[src/rtl/uart_arb_pkg.sv]
// Shared types, constants and helpers for the UART TX packet arbiter.
package uart_arb_pkg;

    localparam int unsigned ST_W            = 1;
    localparam int unsigned NUM_REQ_DEF     = 4;
    localparam int unsigned DATA_W_DEF      = 8;
    localparam int unsigned MAX_PKT_DEF     = 32;
    localparam int unsigned TIMEOUT_CYC_DEF = 100000;

    typedef enum logic [ST_W-1:0] {
        IDLE = 1'b0,
        XFER = 1'b1
    } state_t;

    // Ceiling log2 for elaboration-time width sizing.
    function automatic int unsigned clog2(input int unsigned v);
        int unsigned r;
        r = 0;
        for (int unsigned i = 0; i < 32; i++) begin
            if ((32'd1 << i) < v) r = i + 1;
        end
        return r;
    endfunction

endpackage

[src/rtl/rr_pick.sv]
// Combinational round-robin picker: first set request strictly after i_rr_ptr, wrapping.
module rr_pick #(
    parameter int unsigned N  = 4,
    parameter int unsigned PW = 2
) (
    input  logic [N-1:0]  i_req,
    input  logic [PW-1:0] i_rr_ptr,
    output logic [N-1:0]  o_pick,
    output logic          o_any
);

    localparam int unsigned DW = 2 * N;

    logic [N-1:0]  w_hi;
    logic [DW-1:0] w_dreq;
    logic [DW-1:0] w_low;

    always_comb begin
        w_hi = '0;
        for (int i = 0; i < int'(N); i++) begin
            w_hi[i] = (i > int'(i_rr_ptr));
        end
    end

    // Lower half holds requests above the pointer; upper half is the wrapped full set.
    assign w_dreq = {i_req, i_req & w_hi};
    assign w_low  = w_dreq & (~w_dreq + DW'(1));
    assign o_pick = w_low[N-1:0] | w_low[DW-1:N];
    assign o_any  = |i_req;

endmodule

[src/rtl/uart_tx_arbiter.sv]
// Round-robin packet arbiter sharing the UART TX FIFO push port among NUM_REQ sources.
// Define UART_TX_ARB_TIMEOUT_EN to release a stalled owner after TIMEOUT_CYC idle cycles.
module uart_tx_arbiter
    import uart_arb_pkg::*;
#(
    parameter int unsigned NUM_REQ = NUM_REQ_DEF,
    parameter int unsigned DATA_W  = DATA_W_DEF,
    parameter int unsigned MAX_PKT = MAX_PKT_DEF
`ifdef UART_TX_ARB_TIMEOUT_EN
    ,
    parameter int unsigned TIMEOUT_CYC = TIMEOUT_CYC_DEF
`endif
) (
    input  logic                      clk,
    input  logic                      rst,
    input  logic [NUM_REQ-1:0]        req_valid,
    input  logic [NUM_REQ*DATA_W-1:0] req_data,
    input  logic [NUM_REQ-1:0]        req_last,
    output logic [NUM_REQ-1:0]        req_ready,
    input  logic                      fifo_full,
    output logic                      fifo_push,
    output logic [DATA_W-1:0]         fifo_wdata,
    output logic [NUM_REQ-1:0]        grant,
    output logic                      busy,
    output logic                      trunc
`ifdef UART_TX_ARB_TIMEOUT_EN
    ,
    output logic                      timeout
`endif
);

    localparam int unsigned PW    = clog2(NUM_REQ);
    localparam int unsigned CNT_W = clog2(MAX_PKT + 1);
`ifdef UART_TX_ARB_TIMEOUT_EN
    localparam int unsigned TO_W  = clog2(TIMEOUT_CYC + 1);
    logic [TO_W-1:0]   r_to_cnt;
`endif

    state_t            r_state;
    logic [PW-1:0]     r_rr_ptr;
    logic [PW-1:0]     r_gidx;
    logic [CNT_W-1:0]  r_byte_cnt;

    logic [NUM_REQ-1:0] w_pick;
    logic               w_any;
    logic [PW-1:0]      w_pick_idx;
    logic               w_gvalid;
    logic               w_glast;
    logic [DATA_W-1:0]  w_gdata;
    logic               w_push;
    logic               w_at_max;

    rr_pick #(
        .N  (NUM_REQ),
        .PW (PW)
    ) u_rr_pick (
        .i_req    (req_valid),
        .i_rr_ptr (r_rr_ptr),
        .o_pick   (w_pick),
        .o_any    (w_any)
    );

    // Encode the pick and mux out the current owner's handshake signals.
    always_comb begin
        w_pick_idx = '0;
        w_gvalid   = 1'b0;
        w_glast    = 1'b0;
        w_gdata    = '0;
        for (int i = 0; i < int'(NUM_REQ); i++) begin
            if (w_pick[i]) w_pick_idx = PW'(i);
            if (r_gidx == PW'(i)) begin
                w_gvalid = req_valid[i];
                w_glast  = req_last[i];
                w_gdata  = req_data[i*DATA_W +: DATA_W];
            end
        end
    end

    assign w_push     = (r_state == XFER) & w_gvalid & ~fifo_full;
    assign w_at_max   = (r_byte_cnt == CNT_W'(MAX_PKT - 1));
    assign fifo_push  = w_push;
    assign req_ready  = grant & {NUM_REQ{~fifo_full}};
    assign fifo_wdata = (r_state == XFER) ? w_gdata : '0;

    always_ff @(posedge clk or negedge rst) begin
        if (!rst) begin
            r_state    <= IDLE;
            r_rr_ptr   <= PW'(NUM_REQ - 1);
            r_gidx     <= '0;
            r_byte_cnt <= '0;
            grant      <= '0;
            busy       <= 1'b0;
            trunc      <= 1'b0;
`ifdef UART_TX_ARB_TIMEOUT_EN
            r_to_cnt   <= '0;
            timeout    <= 1'b0;
`endif
        end else begin
            trunc <= 1'b0;
`ifdef UART_TX_ARB_TIMEOUT_EN
            timeout <= 1'b0;
`endif
            if (r_state == IDLE) begin
                if (w_any) begin
                    grant   <= w_pick;
                    r_gidx  <= w_pick_idx;
                    r_state <= XFER;
                    busy    <= 1'b1;
                end
            end else begin
                // Packet ends on last, or is cut at MAX_PKT bytes.
                if (w_push && (w_glast || w_at_max)) begin
                    r_rr_ptr   <= r_gidx;
                    grant      <= '0;
                    r_byte_cnt <= '0;
                    r_state    <= IDLE;
                    busy       <= 1'b0;
                    trunc      <= ~w_glast;
                end else if (w_push) begin
                    r_byte_cnt <= r_byte_cnt + CNT_W'(1);
                end
`ifdef UART_TX_ARB_TIMEOUT_EN
                // Only a missing byte from the owner counts; FIFO stalls do not.
                if (w_push) begin
                    r_to_cnt <= '0;
                end else if (!w_gvalid) begin
                    if (r_to_cnt == TO_W'(TIMEOUT_CYC - 1)) begin
                        r_to_cnt   <= '0;
                        r_rr_ptr   <= r_gidx;
                        grant      <= '0;
                        r_byte_cnt <= '0;
                        r_state    <= IDLE;
                        busy       <= 1'b0;
                        timeout    <= 1'b1;
                    end else begin
                        r_to_cnt <= r_to_cnt + TO_W'(1);
                    end
                end
`endif
            end
        end
    end

endmodule

[config.mk]
export PLATFORM = sky130hd
export DESIGN_NAME = uart_tx_arbiter
export DESIGN_NICKNAME = d
export VERILOG_FILES = /design/src/rtl/uart_arb_pkg.sv /design/src/rtl/rr_pick.sv /design/src/rtl/uart_tx_arbiter.sv
export SDC_FILE = /design/constraint.sdc
export NUM_CORES = 1
export LEC_CHECK = 0
export BUFFER_PORTS_ARGS = -buffer_cell sky130_fd_sc_hd__buf_2
export CORE_MARGIN = 2
export CORE_UTILIZATION = 40
export DETAILED_ROUTE_END_ITERATION = 10
export GPL_ROUTABILITY_DRIVEN = 0
export PLACE_DENSITY = 0.72
export SYNTH_ARGS = -nofsm -noshare
export SYNTH_HDL_FRONTEND = slang
export SYNTH_HIERARCHICAL = 1
export SYNTH_SLANG_ARGS = --single-unit
[constraint.sdc]
create_clock -name clk -period 2.9 [get_ports clk]
set_clock_uncertainty 0.1 [all_clocks]
set_input_delay 0.29 -clock clk [delete_from_list [all_inputs] [get_ports clk]]
set_output_delay 0.29 -clock clk [all_outputs]
set_load 0.05 [all_outputs]
## Yosys cells after proc, flatten, opt, wreduce, memory -nomap -nowiden

Cells that the tools add are included.

| word-level totals | value |
|---|---|
| flip-flop bits (word level) | 17 |
| bits of input ports | 43 |
| output and inout bits | 19 |
| logic and storage cells | 66 |

| cells by class | value |
|---|---|
| add/sub/neg operators | 2 |
| magnitude comparators | 3 |
| eq/ne operators | 5 |
| muxes and demuxes | 29 |
| bitwise operators | 10 |
| reduce and logical (&&, ||, !) cells | 10 |

Operator list:

| operator | number |
|---|---|
| two-way mux 8 bit | 5 |
| two-way mux 1 bit | 17 |
| two-way mux 4 bit | 3 |
| two-way mux 6 bit | 2 |
| adder 8 x 1 -> 8 bit (second input constant) | 1 |
| bitwise AND 4 bit | 2 |
| bitwise AND 8 bit | 1 |
| inverter 8 bit | 1 |
| AND reduction 2 bit | 4 |
| adder 6 x 1 -> 6 bit (second input constant) | 1 |
| equality test 6 x 5 -> 1 bit (second input constant) | 1 |
| equality test 2 bit (second input constant) | 2 |
| > comparator 2 bit (first input constant) | 2 |
| two-way mux 2 bit | 2 |
| bitwise OR 4 bit | 1 |
| nonzero test 2 bit | 2 |
| OR reduction 4 bit | 1 |
| inverter 1 bit | 3 |
| bitwise AND 1 bit | 2 |
| equality test 2 x 1 -> 1 bit (second input constant) | 1 |
| > comparator 1 x 2 -> 1 bit (first input constant) | 1 |
| logical NOT 2 bit | 1 |
| != test 2 x 1 -> 1 bit (second input constant) | 1 |
| logical AND 1 bit | 1 |
| logical OR 1 bit | 1 |

## Longest topological paths before layout

Gate-level depths: netlist (run 1).

| logic depth | value |
|---|---|
| depth after elaboration | 10 |
| gate-level depth with buffers | 6 |

## Cells and area by module

Netlist (run 1), hierarchy kept.

Modules (own cells, without submodules):

| module | instances | cells an instance | area each (µm²) | seq. area each (µm²) |
|---|---|---|---|---|
| uart_tx_arbiter | 1 | 103 | 1098.6 | 427.9 |
| rr_pick | 1 | 18 | 113.9 | 0.0 |

## Least setup slack after synthesis (run 1)

Ideal clock, no wire load.

| timing path | value |
|---|---|
| kind | register to output |
| from | register r_gidx[1] |
| to | output fifo_push |
| arrival | 1619 ps |
| slack | 891 ps |
| cell stages (with the launch flop) | 5 |
| buffers on the path | 1 |
| path through | dfrtp_1 > or3b_2 > o22a_1 > clkbuf_1 > inv_1 |

| on the way | value |
|---|---|
| word-level cells in the longest chain between the ends | 7 |
| elaborated cells between the ends (all ways) | 10 |
| classes of those cells | 3 x eq/ne; 4 x mux; 2 x bitwise; 1 x reduce/logical |

Ends and longest elaborated chain:

| what | RTL line | RTL |
|---|---|---|
| start: declaration | uart_tx_arbiter.sv:41 | `logic [PW-1:0] r_gidx;` |
| start signal: assignment | uart_tx_arbiter.sv:106 | `r_gidx <= w_pick_idx;` |
| logical NOT 2 bit | uart_tx_arbiter.sv:71 | `if (r_gidx == PW'(i)) begin` |
| two-way mux 1 bit (3 in series) | uart_tx_arbiter.sv:71 |  |
| two-way mux 1 bit (*) | uart_tx_arbiter.sv:71 |  |
| bitwise AND 1 bit (*) (2 in series) | uart_tx_arbiter.sv:79 | `assign w_push = (r_state == XFER) & w_gvalid & ~fifo_full;` |
| end: declaration | uart_tx_arbiter.sv:21 | `output logic fifo_push,` |

Every way passes the cells marked *; elsewhere a longest branch is shown, timed or not.

## Worst setup path after layout (run 1)

Ends and elaborated chain as after synthesis.

==> key figures, run 1 <==
Setup path
  • Critical-path cell list: or3b_2 > o22a_1 > inv_1 > buf_2
  • CP max stage cell: dfrtp_1
  • Crit path largest cell delay: 0.57 ns
  • Crit Path Class: flip-flop to output pin
  • Worst path bufs/invs: 2
  • CP endpoint kind: output pin
  • Worst setup SP type: flip-flop
  • Biggest fanout along the worst timing path: 14
  • Required @ worst endpoint: 2.51 ns
  • Delay-heaviest family, CP: flip-flops
  • WP data arrival: 2.17 ns

Final layout
  • Most common cell after layout, fill and taps aside: buf_2
  • Layout Nets: 228
  • Diode count: 0
  • Most frequent cells in the layout: buf_2 (61), nand2_1 (16), dfrtp_1 (15)
  • Area grow syn2layout: 30.44%
  • Layout cells sized above 1: 46.99%

Run status
  • Status: complete, no violations

Logic synthesis
  • Post-synth net total: 165
  • Seq cells post-synth: 17
  • Leading register cell type out of synthesis: dfrtp_1
  • Fraction of the mapped netlist area in adder cells: 1.032%
  • Post-Synthesis Cells: 121
  • Syn Std Cell Area: 1212 um^2
  • Synth area leaders: dfrtp_1 (31%), mux4_2 (17%), o21ai_0 (5.8%)
  • EDFF count, synth: 0
  • XOR/XNOR share of the synthesized area: 0%
  • Avg Inst Size Synth: 10.02 um^2
  • Mux share of post-synthesis cell area: 20.85%
  • Combinational family with the most area after synthesis: simple AND/OR/NAND/NOR gates
  • Simple-Gate Fraction of Synth Area: 22.29%
  • Post-synth ARST share: 100.0%
  • Syn. warnings: 6
  • Leading area contributor after synthesis: dfrtp_1
  • Synth top area share: 30.96%
  • Sequential share of the synthesized area: 35.29%
  • Netlist cell types: 32
  • Synth Area in Compound Gates: 17.65%

Clocking
  • CTS Root Cell: clkbuf_4
  • CTS Buffer Depth: 2
  • CTS tree: done
  • CTS buffer count: 3
  • Clk slew on worst S/H paths: 0.09 ns
  • Clock latency on the worst-skew pair: 0.30 ns
  • Number of clock sinks: 17
  • H-tree depth: 1

Timing
  • Endpoints failing hold: 0
  • Final Cycle Share: 88.41%
  • # setup viols final: 0
  • Setup TNS after final layout: 0 ns
  • Fin. max-slew vios: 0
  • Worst slew pin tran: 0.4849 ns
  • RSZ-0062 raised after global routing: false
  • Worst hold slack: 0.3312 ns
  • Min Clock Period, post-route: 2.564 ns
  • Worst slew margin: 67.67%
  • Max Fclk: 390.0 MHz

Floorplanning
  • Die Width: 59.06 um
  • Num ports: 62
  • Core ar.: 2829 um^2
  • DIE AREA: 3487 um^2
  • Row count: 19
  • Die height: 59.06 um
  • Initial Util: 42.86%

GRT
  • Total grt overflow: 0
  • Initial antenna violation count: 0
  • Largest net degree at the start of global routing: 18
  • Vias in the first global route: 1070
  • GRT Total Usage: 18.06%
  • First-pass GRT wire length: 4795 um

Placement
  • DP HPWL: 2402 um
  • I/O Buffers: 61

Drt
  • DR DRC count: 0
  • Via density per instance: 5.528
  • Drt first-iter violations: 38
  • Routed Antenna Nets: 0
  • Vias: 1183
  • Routed WL: 3018 um
  • Routed len/inst: 14.10 um
  • Initial DRT Pass Iterations: 4

Power and ir drop
  • Peak supply drop: 0.5260 mV
  • PwrDens: 1039 nW/um^2
  • Leakage: 0.7469 nW

Run
  • Max-Cap Viols: 0

Hold path
  • Worst min path class: primary input to flip-flop
[tightest hold or removal path: stages]
cell and delay (ns):
buf_2 0.13, o221a_2 0.13, nand2_1 0.05, o21ai_0 0.08
[flip-flops by register name, summed over array words and instances (netlist names)]
signal      count
r_gidx          2
r_state         1
grant           4
r_byte_cnt      6
busy            1
trunc           1
r_rr_ptr        2
[logic make-up after synthesis]
kind of cell | count (synthesis)
and+or+nand+nor | 51
AOI/OAI and AO/OA | 30
DFF | 17
muxes | 13
buffers and inverters | 9
adders and majority gates | 1
[report_power, final]
| part | total (mW) | internal [mW] | switching, mW |
|---|---|---|---|
| sequential | 0.444 | 0.328 | 0.116 |
| clock | 0.129 | 0.0513 | 0.0772 |
| combinational | 1.07 | 0.375 | 0.695 |
[cell usage after synthesis, types with 3 or more instances]
| master | n |
|---|---|
| a21oi_1 | 5 |
| and2_1 | 9 |
| clkbuf_1 | 4 |
| dfrtp_1 | 15 |
| inv_1 | 3 |
| mux4_2 | 9 |
| nand2_1 | 16 |
| nand3_1 | 3 |
| nor2_1 | 6 |
| nor2b_1 | 7 |
| o21ai_0 | 14 |
[path summary, 6_finish.rpt]
| path | from | slack [ns] | depth (start not counted) | end |
|---|---|---|---|---|
| min in group asynchronous | rst | 0.34 | 2 | r_byte_cnt[2] |
| max | r_gidx[1] | 0.34 | 4 | fifo_push |
| max in group asynchronous | rst | 2.04 | 2 | r_rr_ptr[0] |
| min reg2reg | r_byte_cnt[1] | 0.43 | 2 | r_byte_cnt[1] |
| min | req_valid[0] | 0.33 | 4 | grant[0] |
| max reg2reg | r_gidx[1] | 0.65 | 4 | r_rr_ptr[1] |
[final cells by class]
class	count	area [um^2]
Clock buffer	3	22.52
Clock inverter	1	5.005
Fill cell	248	1247
Inverter	4	15.01
Multi-Input combinational cell	95	749.5
Sequential cell	17	427.9
Tap cell	31	38.79
Timing Repair Buffer	63	322.8
[per-stage QoR]
| step | util (%) | std cells | power, mW | setup WS, ns | cell area [um^2] |
|---|---|---|---|---|---|
| global route | 55.90 | 214 | 1.749 | 0.2215 | 1582 |
| CTS | 55.90 | 214 | 1.654 | 0.3308 | 1582 |
| global placement | 54.58 | 209 | 1.500 | 0.7251 | 1544 |
| detailed placement | 54.58 | 209 | 1.522 | 0.6649 | 1544 |
| finish | 55.90 | 214 | 1.643 | 0.3360 | 1582 |
| floorplan | - | 121 | 1.286 | 0.8906 | 1212 |
[per-layer routing]
| metal | track usage [%] | share of wire [%] | up-vias |
|---|---|---|---|
| met2 | 31.11 | 53 | 45 |
| met1 | 22.78 | 40 | 568 |
| met3 | 4.367 | 6.4 | 4 |
| met5 | 0 | 0 | - |
| met4 | 4.545 | 0.73 | 0 |
| li1 | - | - | 566 |
[repair_timing]
action,in CTS,in global routing
setup buffers,0,0
endpoints found under the hold margin,15,0
hold buffers,1,0
resized for setup,0,0
(Power assumes the default switching activity.)
==> inputs of run 2 (changes only) <==
CORE_UTILIZATION = 48   (was 40)
PLACE_DENSITY = 0.84   (was 0.72)
==> key figures, run 2 (synthesized netlist as in run 1, its figures left out) <==
Run status
  • Status: complete, no violations

Drt
  • Via density per instance: 5.488
  • DR DRC count: 0
  • Met2 wire length: 1535 um
  • Routed len/inst: 13.85 um
  • Max layer used: met4
  • Vias: 1169
  • DR WL met3: 156 um
  • Drt first-iter violations: 26
  • Routed WL: 2950 um
  • Initial DRT Pass Iterations: 4
  • Met1 Routed Length: 1215 um
  • Routed Antenna Nets: 0

Placement
  • I/O Buffers: 61
  • Cell Count Post-Placement: 208
  • DP HPWL: 2396 um

Clocking
  • CTS tree: done
  • Hold_buf cts: 1
  • Setup repair bufs after CTS: 0
  • Resized cells post-CTS: 0
  • H-tree depth: 1
  • CTS Buffer Depth: 2
  • CTS Root Cell: clkbuf_4
  • Number of clock sinks: 17
  • CTS buffer count: 3
  • Clock latency on the worst-skew pair: 0.29 ns
  • Clk slew on worst S/H paths: 0.11 ns

GRT
  • First-pass GRT wire length: 4567 um
  • Vias in the first global route: 1103
  • Initial antenna violation count: 0
  • Largest net degree at the start of global routing: 18
  • GRT Total Usage: 21.59%
  • Total grt overflow: 0

Setup path
  • Required @ worst endpoint: 2.51 ns
  • Worst setup SP type: flip-flop
  • CP max stage cell: dfrtp_1
  • Worst flop-to-flop path endpoint: r_byte_cnt[2]
  • Critical-path cell list: or3b_2 > o22a_1 > inv_1 > buf_2
  • Biggest fanout along the worst timing path: 14
  • WP data arrival: 2.16 ns
  • Crit path largest cell delay: 0.57 ns
  • Register-to-register setup slack: 0.66 ns
  • Crit Path Class: flip-flop to output pin
  • CP endpoint kind: output pin
  • FF-to-FF Start: r_gidx[1]
  • Worst r2r path cells: 4

Timing
  • Worst slew pin tran: 0.4714 ns
  • RSZ-0062 raised after global routing: false
  • Max Fclk: 392.8 MHz
  • Endpoints failing hold: 0
  • Worst slew margin: 68.58%
  • Fin. max-slew vios: 0
  • # setup viols final: 0
  • Min Clock Period, post-route: 2.546 ns
  • Setup TNS after final layout: 0 ns
  • Final Cycle Share: 87.78%

Power and ir drop
  • Sw power: 891.7 uW
  • Comb power frac: 65.7%
  • Clock network power share: 7.8%
  • Leakage: 0.7469 nW
  • PwrDens: 1042 nW/um^2
  • Total power: 1.647 mW
  • Sw Share: 54.15%
  • P_int: 754.9 uW
  • Sequential share of power: 26.5%
  • Peak supply drop: 0.7477 mV

Final layout
  • Final Non-Filler Cells: 213
  • Diode count: 0
  • Area grow syn2layout: 30.34%
  • Leading registers by flop count: r_byte_cnt x6, grant x4
  • Most frequent cells in the layout: buf_2 (61), nand2_1 (16), dfrtp_1 (15)
  • Max FFs per register: 6
  • Largest Register: r_byte_cnt
  • Layout cells sized above 1: 46.99%
  • Layout Nets: 228
  • Most common cell after layout, fill and taps aside: buf_2

Floorplanning
  • Initial Util: 49.85%
  • Core ar.: 2432 um^2
  • Num ports: 62
  • Row count: 18
  • Die height: 54.26 um
  • DIE AREA: 2944 um^2
  • Die Width: 54.26 um

Run
  • Max-Cap Viols: 0

Hold path
  • Worst min path class: primary input to asynchronous set/reset pin
==> run 2: cell counts in the layout (fill, tap and decap cells not counted) <==
No cell type changed its count.
==> run 2: power by group through the flow <==
stage	registers, mW	clock network (mW)	logic (mW)
global route	0.452	0.141	1.16
finish	0.436	0.128	1.08
global placement	0.433	0	1.06
floorplan	0.513	0	0.773
CTS	0.435	0.129	1.09
detailed placement	0.439	0	1.08
==> run 2: worst max-delay path by stage <==
stage / startpoint / endpoint / depth (start not counted)
after floorplan: r_gidx[1] / fifo_push / 4
after global placement: r_gidx[1] / fifo_push / 4
after detailed placement: r_gidx[1] / fifo_push / 4
after CTS: r_gidx[1] / fifo_push / 4
after global routing: r_gidx[1] / fifo_push / 4
final: r_gidx[1] / fifo_push / 4
==> run 2: worst max-delay path: cells and delay by family, from the launching register on <==
family                 cells  cell delay (ns)
AOI/OAI and AO/OA          1             0.35
and+or+nand+nor            1             0.53
DFF                        1             0.57
buffers and inverters      2             0.42
==> run 2: stage by stage <==
step           hold WS [ns]  cell area (um^2)  util, %  setup slack, ns
3_3_place_gp         0.1212              1543    63.43           0.7264
6_report             0.3262              1580    64.97           0.3543
2_1_floorplan       -0.1056              1212        -           0.8906
5_1_grt              0.3447              1580    64.97           0.2485
4_1_cts              0.3311              1580    64.97           0.3689
3_5_place_dp         0.1244              1543    63.43           0.6923
==> run 2: cell type report <==
cell class                 instances  area (um^2)
inverter                           4        15.01
sequential                        17        427.9
fill                             208        852.1
multi-input combinational         95        749.5
clock inverter                     1        5.005
tap                               30        37.54
clock buffer                       3        22.52
timing repair buffer              63        322.8
==> run 2: routing by layer <==
layer | GRT usage, % | vias to the layer above
met1 | 28.09 | 550
met2 | 35.34 | 41
met4 | 7.083 | 0
li1 | - | 572
met5 | 0 | -
met3 | 5.191 | 6
